File: config.mk
export PLATFORM = sky130hd
export DESIGN_NAME = mul_share_arbiter
export DESIGN_NICKNAME = d
export VERILOG_FILES = /design/src/rtl/mul_share_arbiter.sv
export SDC_FILE = /design/constraint.sdc
export NUM_CORES = 1
export LEC_CHECK = 0
export BUFFER_PORTS_ARGS = -buffer_cell sky130_fd_sc_hd__buf_2
export CORE_ASPECT_RATIO = 0.5
export CORE_MARGIN = 2
export CORE_UTILIZATION = 48
export CTS_CLUSTER_DIAMETER = 40
export DETAILED_ROUTE_END_ITERATION = 10
export PLACE_DENSITY = 0.92
export SLEW_MARGIN = 25
export SYNTH_ARGS = -nofsm -noshare
export SYNTH_HDL_FRONTEND = slang
export SYNTH_SLANG_ARGS = --single-unit
export TNS_END_PERCENT = 20
File: constraint.sdc
create_clock -name clk -period 2.91 [get_ports clk]
set_input_delay 0.1455 -clock clk [delete_from_list [all_inputs] [get_ports clk]]
set_output_delay 0.1455 -clock clk [all_outputs]
set_load 0.1 [all_outputs]
File: src/rtl/mul_share_arbiter.sv
// Round-robin arbiter sharing one external 4x4 unsigned multiplier among NUM_REQ
// requesters; one transaction in flight, product returned on a valid/ready channel.
module mul_share_arbiter #(
    parameter int NUM_REQ = 4,
    parameter int MUL_LAT = 1,
    localparam int IDW = $clog2(NUM_REQ)
) (
    input  logic                   clk,
    input  logic                   rst,
    input  logic [NUM_REQ-1:0]     req_valid,
    output logic [NUM_REQ-1:0]     req_ready,
    input  logic [4*NUM_REQ-1:0]   req_a,
    input  logic [4*NUM_REQ-1:0]   req_b,
    output logic [3:0]             mul_a,
    output logic [3:0]             mul_b,
    input  logic [7:0]             mul_p,
    output logic                   rsp_valid,
    input  logic                   rsp_ready,
    output logic [7:0]             rsp_p,
    output logic [IDW-1:0]         rsp_id,
    output logic                   busy
);

    localparam int CW = $clog2(MUL_LAT + 1);

    typedef enum logic [1:0] {
        IDLE,
        CALC,
        RESP
    } state_t;

    state_t          state;
    state_t          state_nx;
    logic [IDW-1:0]  ptr;
    logic [CW-1:0]   cnt;
    logic [3:0]      op_a;
    logic [3:0]      op_b;
    logic            win_found;
    logic [IDW-1:0]  win_idx;
    logic [IDW-1:0]  cand;

    // Search starts just after the last winner so the previous owner has lowest priority.
    always_comb begin
        win_found = 1'b0;
        win_idx   = '0;
        cand      = '0;
        for (int unsigned k = 1; k <= NUM_REQ; k++) begin
            cand = IDW'((32'(ptr) + k) % NUM_REQ);
            if (!win_found && req_valid[cand]) begin
                win_found = 1'b1;
                win_idx   = cand;
            end
        end
    end

    always_ff @(posedge clk) begin
        if (rst) begin
            state <= IDLE;
        end else begin
            state <= state_nx;
        end
    end

    always_comb begin
        state_nx = state;
        unique case (state)
            IDLE: if (win_found) state_nx = CALC;
            CALC: if (cnt == CW'(1)) state_nx = RESP;
            RESP: if (rsp_ready) state_nx = IDLE;
            default: state_nx = IDLE;
        endcase
    end

    always_comb begin
        req_ready = '0;
        rsp_valid = 1'b0;
        busy      = (state != IDLE);
        if (state == IDLE && win_found) begin
            req_ready[win_idx] = 1'b1;
        end
        if (state == RESP) begin
            rsp_valid = 1'b1;
        end
    end

    always_ff @(posedge clk) begin
        if (rst) begin
            ptr    <= IDW'(NUM_REQ - 1);
            op_a   <= '0;
            op_b   <= '0;
            rsp_p  <= '0;
            rsp_id <= '0;
            cnt    <= '0;
        end else begin
            if (state == IDLE && win_found) begin
                op_a   <= req_a[4*win_idx +: 4];
                op_b   <= req_b[4*win_idx +: 4];
                rsp_id <= win_idx;
                ptr    <= win_idx;
                cnt    <= CW'(MUL_LAT);
            end else if (state == CALC) begin
                cnt <= cnt - CW'(1);
                if (cnt == CW'(1)) begin
                    rsp_p <= mul_p;
                end
            end
        end
    end

    assign mul_a = op_a;
    assign mul_b = op_b;

endmodule

# After elaboration in Yosys (flattened, before gate mapping)
# Index checks and enable logic that the tools add are counted.
[word_totals]
register_bits = 23
inputBits = 47
word_cells = 65
[op_classes]
add_sub_neg = 5
n_lt_le_gt_ge = 6
eq_ne = 5
shifts = 2
muxes = 26
bitwise = 1
reduce_logical = 13
[op_table]
columns = ["cell", "count"]
rows = [
  ["indexed part select 16 x 5 -> 4 bit", 2],
  ["less-than comparator 2 x 3 -> 1 bit (second input constant)", 5],
  ["two-way mux 2 bit", 7],
  ["two-way mux 1 bit", 12],
  ["binary-select mux 1 bit (select 2 bit)", 4],
  ["inequality test 2 bit (second input constant)", 3],
  ["one-hot mux 2 bit (3 select lines)", 1],
  ["AND reduction 3 bit", 2],
  ["logical AND 1 bit", 5],
  ["adder 2 x 1 -> 2 bit (second input constant)", 2],
  ["adder 2 bit (second input constant)", 2],
  ["two-way mux 4 bit", 1],
  ["nonzero test 2 bit", 2],
  ["logical NOT 1 bit", 3],
  ["demux 1 bit (select 2 bit)", 1],
  ["== test 2 x 1 -> 1 bit (second input constant)", 1],
  ["== test 2 bit (second input constant)", 1],
  [">= comparator 2 x 1 -> 1 bit (second input constant)", 1],
  ["logical NOT 2 bit", 1],
  ["NOT 1 bit", 1],
  ["subtractor 1 bit (second input constant)", 1],
]

# Logic depth before layout (Yosys ltp)
# Gate-level depths: netlist of run 1.
[depth]
word_depth = 18
depth_mapped = 8

# Worst setup path after synthesis of run 1
# OpenSTA, ideal clock, no wires.
[synth_timing]
path_type = "reg2out"
startpoint = "reg ptr[0]"
endpoint = "out req_ready[3]"
t_arrival_ns = 2.437
required_ns = 2.765
setup_slack_ns = 0.328
path_stages_with_launch = 8
n_path_buf = 3
path_cell_list = "dfxtp_1 -> nand2b_1 -> a21o_1 -> buf_6 -> and3_4 -> buf_12 -> buf_12 -> nor2_1"
[synth_between]
elab_chain_cells = 18
word_cells_on_any_way = 33
cone_classes = "add/sub (4); order compare (2); mux (19); reduce/logical (8)"
[synth_lines]
columns = ["element", "line_no", "source"]
rows = [
  ["from (decl)", "34", "logic [IDW-1:0] ptr;"],
  ["from (signal assigned)", "88", "ptr <= IDW'(NUM_REQ - 1);"],
  ["from (signal assigned)", "99", "ptr <= win_idx;"],
  ["adder 2 x 1 -> 2 bit", "48", "cand = IDW'((32'(ptr) + k) % NUM_REQ);"],
  ["binary-select mux 1 bit (select 2 bit)", "49", "if (!win_found && req_valid[cand]) begin"],
  ["two-way mux 1 bit (not written as such)", "49", ""],
  ["two-way mux 1 bit", "49", ""],
  ["logical NOT 1 bit", "49", ""],
  ["logical AND 1 bit", "49", ""],
  ["two-way mux 1 bit", "49", ""],
  ["logical NOT 1 bit", "49", ""],
  ["[2 not listed]", "-", ""],
  ["logical NOT 1 bit", "49", ""],
  ["logical AND 1 bit", "49", ""],
  ["two-way mux 2 bit", "49", ""],
  ["less-than comparator 2 x 3 -> 1 bit (not written as such) or >= comparator 2 x 1 -> 1 bit (tied branches)", "79", "req_ready[win_idx] = 1'b1;"],
  ["logical AND 1 bit (not written as such)", "79", ""],
  ["two-way mux 1 bit (not written as such)", "79", ""],
  ["demux 1 bit (select 2 bit)", "79", ""],
  ["two-way mux 4 bit *", "78", "if (state == IDLE && win_found) begin"],
  ["to (decl)", "11", "output logic [NUM_REQ-1:0] req_ready,"],
]
# Every way passes the cells marked *; elsewhere a longest branch is shown, timed or not. The select of a mux whose other input is x is not followed.

# Final worst setup path of run 1
[layout_timing]
startpoint = "reg ptr[0]"
endpoint = "out req_ready[0]"
# The elaborated chain is that of the path after synthesis.

==> metrics.md, run 1 <==
| Metric | Value |
|---|---|
| Main combinational cell family by area after synthesis | compound AO/OA/AOI/OAI gates |
| Hold depth | 3 |
| Setup bufs post-CTS | 0 |
| Clk pwr share | 18.9% |
| Worst-path cell chain | and2b_4 -> o21ai_4 -> and3_4 -> and2_1 -> buf_2 |
| Hold_sp | mul_p[7] |
| Power share of the combinational group | 48.1% |
| Main area contributors after synthesis | dfxtp_1 35%, a211oi_2 15%, mux2i_1 6.1% |
| Critical path type | register to output port |
| CP Depth | 5 |
| Die X | 78.2 um |
| XOR/XNOR Fraction of Synth Area | 0% |
| GPL Wtd Cong | 0.696 |
| Seq/Total Area, Yosys | 34.9% |
| Critical Path Fanout Max | 18 |
| Cells after Synth | 147 |
| Hold_buf cts | 0 |
| Row count | 13 |
| R2R Setup Slk | 1130 ps |
| Cell taking the most area after synthesis | dfxtp_1 |
| Placed cells | 247 |
| Sequential share of power | 33.0% |
| Die Area | 3210 um2 |
| Setup TNS | 0 ps |
| Core footprint | 2600 um2 |
| Fin Clk Skew | 4.38 ps |
| Net Sw Frac | 49.4% |
| Crit path max-delay cell type | and3_4 |
| Int Pwr | 0.573 mW |
| Resize count post-CTS | 0 |
| Initial DRT Pass Iterations | 4 |
| Synth Warn # | 0 |
| Root cell of the clock tree | clkbuf_8 |
| Synth Area in Compound Gates | 34.0% |
| Initial DRC count | 67 |
| Ant diodes | 0 |
| Most common cell after layout, fill and taps aside | buf_2 |
| Vias/cell | 5.35 |
| Worst r2r dst | mul_b[1] |
| Die H | 41.1 um |
| Critical R2R Launch | ptr[0] |
| Slew HR | 66.7% |
| Final max-slew violation count | 0 |
| Drt total wl | 3430 um |
| Vias in the first global route | 1170 |
| Yosys reg bits | 23 |
| Pleak | 0.811 nW |
| Post-Syn Area | 1320 um2 |
| Cts bufs inserted | 3 |
| Dpl ws | 949 ps |
| Final setup vio count | 0 |
| I/O Pins | 71 |
| Worst-Skew Late Latency | 270 ps |
| CP Capture Type | output port |
| Number of unique standard cell types used by synthesis | 29 |
| Via count | 1342 |
| Post-synthesis mux area share | 6.07% |
| Minimum clock period | 2300 ps |
| RSZ-0062 raised after global routing | false |
| Worst path buffer plus inverter count | 1 |
| Detailed Place HPWL | 2560 um |
| CP peak stage delay | 440 ps |
| Largest net degree at the start of global routing | 24 |
| CP Launch Type | register |
| Htree depth | 1 |
| WP data required | 2760 ps |
| Setup ws final | 612 ps |
| Hold endpoint | rsp_p[7] |
| CTS tree | yes |
| Nets | 262 |
| GRT Total Usage | 20.4% |
| DR WL/cell | 13.7 um |
| PwrDens | 666 nW/um2 |
| Grt total ovfl | 0 |
| Post-Synth Adder-Cell Area | 0% |
| Synth top area share | 34.9% |
| Clock transition at path regs | 90 ps |
| Port buffer count | 70 |
| Max cap viols | 0 |
| Worst vdd ir | 0.000357 V |
| Hold Crit Class | input pin to register |
| Hold Violations, Final | 0 |
| Syn-to-layout area delta | 28.7% |
| Tightest Pin Transition | 498 ps |
| Post-Synth Simple-Gate Area | 16.9% |
| First-pass GRT wire length | 4950 um |
| Commonest cells after routing, fill and taps aside | 70 x buf_2, 23 x dfxtp_1, 20 x nand2_1 |
| Initial antenna violation count | 0 |
| Achievable Freq | 435 MHz |
| Psw | 0.558 mW |
| Critical path's top delay family | simple AND/OR/NAND/NOR gates |
| Synthesized Nets | 194 |
| Fin crit share | 79.0% |
| Antenna viol nets, final | 0 |
| Post-synthesis average cell area | 8.98 um2 |
| Reg2Reg Depth | 5 |
| # clock sinks | 23 |
| Layout cells sized above 1 | 44.9% |
| # DRC | 0 |
| Worst path arrival time | 2150 ps |
| Starting Density | 50.7% |
| CTS max path bufs | 2 |
| Layout Cells excl Fill | 251 |
| Run status | completed |
stage by stage:
stage	hold slack, ps	cell area (um2)	power [mW]	util (%)
2_1_floorplan	237	1320	0.844	-
3_3_place_gp	386	1650	0.913	63.4
3_5_place_dp	394	1650	0.922	63.4
4_1_cts	99.1	1700	1.13	65.3
5_1_grt	100	1700	1.18	65.3
6_report	102	1700	1.13	65.3
cells in the mapped netlist:
cell type / count
and2_1: 3
nand3_1: 2
a21oi_4: 1
o21ai_4: 1
o21ai_1: 2
a211oi_2: 16
and2b_4: 1
nor3_1: 1
or4_1: 1
a21o_1: 1
inv_1: 9
buf_12: 2
or2_1: 2
o21bai_1: 9
buf_6: 1
nand2b_1: 3
clkbuf_1: 4
dfxtp_1: 23
buf_4: 1
and3_4: 1
a31oi_1: 8
nor2_1: 11
nor2b_1: 2
a2111oi_0: 1
mux2i_1: 8
nand2_1: 20
a21oi_1: 11
o22a_1: 1
o21ai_2: 1
power groups by stage:
| stage | sequential (mW) | clock, mW | combinational, mW |
|---|---|---|---|
| floorplan | 0.578 | 0 | 0.266 |
| global placement | 0.377 | 0 | 0.536 |
| detailed placement | 0.380 | 0 | 0.542 |
| CTS | 0.373 | 0.216 | 0.543 |
| global route | 0.377 | 0.228 | 0.570 |
| finish | 0.374 | 0.214 | 0.544 |
cell families (layout without fill, tap and decap cells):
family                 count (synthesis)  after routing
AOI/OAI and AO/OA                     52             52
and+or+nand+nor                       47             47
DFF                                   23             23
buffers and inverters                 17             84
muxes                                  8              8
worst register-to-register path, stage by stage (launching register included):
cell      delay, ps
dfxtp_1         370
and2b_4         210
o21ai_4         280
and3_4          440
mux2i_1         270
a211oi_2         90
how the worst max path moves through the flow:
stage	startpoint	end	slack, ps
3_5_place_dp	ptr[0]	req_ready[0]	950
5_1_grt	ptr[0]	req_ready[0]	540
2_1_floorplan	ptr[0]	req_ready[3]	330
4_1_cts	ptr[0]	req_ready[0]	620
6_report	ptr[0]	req_ready[0]	610
3_3_place_gp	ptr[0]	req_ready[0]	1010
registers in the layout, indices dropped and copies added (netlist names):
name,count
state,2
ptr,2
rsp_p,8
mul_b,4
cnt,1
mul_a,4
rsp_id,2
layer usage:
metal / vias to the layer above / track usage [%] / share of wire [%]
li1: 656 / - / -
met1: 609 / 22.0 / 41
met2: 63 / 40.7 / 50
met3: 14 / 5.95 / 5.8
met4: 0 / 7.89 / 2.9
met5: - / 0 / 0
area by class of cell:
class                           instances  area, um2
Clock buffer                            3       41.3
Clock inverter                          1       7.51
Fill cell                             228        903
Inverter                                9       33.8
Multi-Input combinational cell        107        752
Sequential cell                        23        460
Tap cell                               37       46.3
Timing Repair Buffer                   71        358
Power figures use the tool's default switching activity.
==> inputs of run 2 (changes only) <==
--- a/config.mk
+++ b/config.mk
@@ -8,10 +8,10 @@
 export BUFFER_PORTS_ARGS = -buffer_cell sky130_fd_sc_hd__buf_2
 export CORE_ASPECT_RATIO = 0.5
 export CORE_MARGIN = 2
-export CORE_UTILIZATION = 48
+export CORE_UTILIZATION = 40
 export CTS_CLUSTER_DIAMETER = 40
 export DETAILED_ROUTE_END_ITERATION = 10
-export PLACE_DENSITY = 0.92
+export PLACE_DENSITY = 0.83
 export SLEW_MARGIN = 25
 export SYNTH_ARGS = -nofsm -noshare
 export SYNTH_HDL_FRONTEND = slang
==> constraint.sdc (replaced) <==
create_clock -name clk -period 2 [get_ports clk]
set_input_delay 0.1 -clock clk [delete_from_list [all_inputs] [get_ports clk]]
set_output_delay 0.1 -clock clk [all_outputs]
set_load 0.1 [all_outputs]
==> run 2 against run 1 <==
  * Wire length grew 2.4%
  * Clock skew grew 2.3 ps
  * Critical path type unchanged
  * Largest power group unchanged
  * Via count grew 2.3%
  * Largest cell class unchanged
==> metrics.md, run 2 (synthesis gave the netlist of run 1 again) <==
| Metric | Value |
|---|---|
| Run status | completed |
| Critical path's top delay family | simple AND/OR/NAND/NOR gates |
| Max cap viols | 0 (unchanged) |
| RSZ-0062 raised after global routing | false |
| Hold endpoint | rsp_p[7] |
| First-pass GRT wire length | 5280 um (+6.7%) |
| # clock sinks | 23 (unchanged) |
| Sequential share of power | 31.7% (-1.3 points) |
| Power share of the combinational group | 50.5% (+2.4 points) |
| CP Launch Type | register |
| Layout cells sized above 1 | 47.5% (+2.7 points) |
| Crit path max-delay cell type | and3_4 |
| WP data required | 1900 ps (-860 ps) |
| # DRC | 0 (unchanged) |
| Critical path type | register to output port |
| Int Pwr | 0.888 mW (+55%) |
| FF/Latch Area | 460 um2 (unchanged) |
| Worst path buffer plus inverter count | 1 (unchanged) |
| Cts bufs inserted | 3 (unchanged) |
| Commonest cells after routing, fill and taps aside | 66 x buf_2, 23 x dfxtp_1, 20 x nand2_1 |
| Number of fill cells | 254 (+11%) |
| CP Capture Type | output port |
| DR WL/cell | 13.5 um (-1.6%) |
| Tightest Pin Transition | 516 ps (+18.4 ps) |
| Die Area | 3800 um2 (+18%) |
| Syn-to-layout area delta | 37.9% |
| Most common cell after layout, fill and taps aside | buf_2 |
| Top reg by flops | rsp_p |
| CP peak stage delay | 400 ps (-40 ps) |
| Die H | 44.6 um (+8.6%) |
| Worst path arrival time | 1790 ps (-360 ps) |
| Die X | 85.2 um (+9.1%) |
| I/O Pins | 71 (unchanged) |
| Final max-slew violation count | 0 (unchanged) |
| Reg2Reg Depth | 5 (unchanged) |
| Slew HR | 65.5% (-1.2 points) |
| GPL Wtd Cong | 0.789 (+13%) |
| Critical Path Fanout Max | 18 (unchanged) |
| Initial DRC count | 92 (+37%) |
| Psw | 0.824 mW (+48%) |
| Worst vdd ir | 0.000534 V (+49%) |
| Starting Density | 43.1% (-7.7 points) |
| Worst-path cell chain | and2b_4 -> o21ai_4 -> and3_4 -> and2_1 -> buf_12 |
| Net Sw Frac | 48.1% (-1.2 points) |
| Resize count post-CTS | 0 (unchanged) |
| Antenna viol nets, final | 0 (unchanged) |
| Grt total ovfl | 0 (unchanged) |
| GRT Total Usage | 17.6% (-2.8 points) |
| Achievable Freq | 528 MHz |
| CTS max path bufs | 2 (unchanged) |
| Core footprint | 3070 um2 (+18%) |
| Root cell of the clock tree | clkbuf_8 |
| Clock transition at path regs | 80 ps (about the same) |
| Row count | 14 (+1) |
| Ant diodes | 0 (unchanged) |
| Worst-Skew Late Latency | 270 ps (about the same) |
| Final setup vio count | 0 (unchanged) |
| Detailed Place HPWL | 2630 um (+2.8%) |
| Largest register FFs | 8 (unchanged) |
| Dpl ws | 309 ps (-640 ps) |
| Largest net degree at the start of global routing | 24 (unchanged) |
| Pwr Total | 1.71 mW (+51%) |
| Vias/cell | 5.26 (-1.6%) |
| Drt total wl | 3510 um (+2.4%) |
| Port buffer count | 70 (unchanged) |
| Initial DRT Pass Iterations | 4 (unchanged) |
| Clk pwr share | 17.9% (-1.0 points) |
| Hold_sp | mul_p[7] |
| PwrDens | 941 nW/um2 (+41%) |
| Nets | 269 (+2.7%) |
| R2R Setup Slk | 380 ps (-750 ps) |
| Fin crit share | 94.6% |
| Multi-input logic area | 757 um2 (+0.67%) |
| Vias in the first global route | 1217 (+4.0%) |
| Critical R2R Launch | ptr[0] |
| Pleak | 0.857 nW (+5.6%) |
| Setup ws final | 107 ps (-505 ps) |
| Minimum clock period | 1890 ps |
| Initial antenna violation count | 0 (unchanged) |
| Via count | 1373 (+2.3%) |
| Htree depth | 1 (unchanged) |
| Hold Crit Class | input pin to register |
| CTS tree | yes |
| Worst hold slack | 56.9 ps (-44.8 ps) |
| Fin Clk Skew | 6.69 ps (+2.31 ps) |
| Hold Violations, Final | 0 (unchanged) |
| Hold depth | 3 (unchanged) |
| Worst r2r dst | mul_b[3] |
run 2: worst min-delay path, stage by stage:
cell and delay, ps:
buf_2 90, nand2_1 40, a21oi_1 50
run 2: worst max-delay path by stage:
stage                     startpoint  cells past startpoint            to  slack [ps]
after floorplan             state[1]                      3      state[1]        -100
after global placement        ptr[0]                      5  req_ready[1]         360
after detailed placement      ptr[0]                      5  req_ready[0]         310
after CTS                     ptr[0]                      5  req_ready[0]           3
after global routing          ptr[0]                      5  req_ready[0]          60
final                         ptr[0]                      5  req_ready[0]         110
run 2: metrics by stage:
step                setup TNS, ps  util [%]  cells  instance area [um2]
floorplan                    -244         -    147                 1330
global placement                0      57.1    254                 1750
detailed placement              0      57.1    254                 1750
CTS                             0      58.7    258                 1800
global route                    0      59.4    261                 1820
finish                          0      59.4    261                 1820
run 2: final cells by class:
| type | count | share of cell area (%) |
|---|---|---|
| clock buffers | 3 | 2.27 |
| clock inverters | 1 | 0.412 |
| inverters | 9 | 1.86 |
| multi-input cells | 107 | 41.6 |
| flip-flops and latches | 23 | 25.3 |
| well taps | 40 | 2.75 |
| repair buffers | 78 | 25.8 |
run 2: power by group through the flow:
stage	combinational (mW)	clock [mW]	sequential, mW
2_1_floorplan	0.390	0	0.841
3_3_place_gp	0.832	0	0.550
3_5_place_dp	0.847	0	0.553
4_1_cts	0.849	0.308	0.542
5_1_grt	0.902	0.323	0.548
6_report	0.864	0.306	0.542
run 2: timing repair:
action,in CTS,in global routing
buffers inserted,0,3
hold buffers,0,0
endpoints found under the setup margin,0,2
run 2: per-layer routing:
metal / global-route usage [%] / wire, um
met5: 0 / 0
met2: 34.8 / 1780
met3: 4.29 / 274
met4: 4.44 / 45
met1: 19.5 / 1410
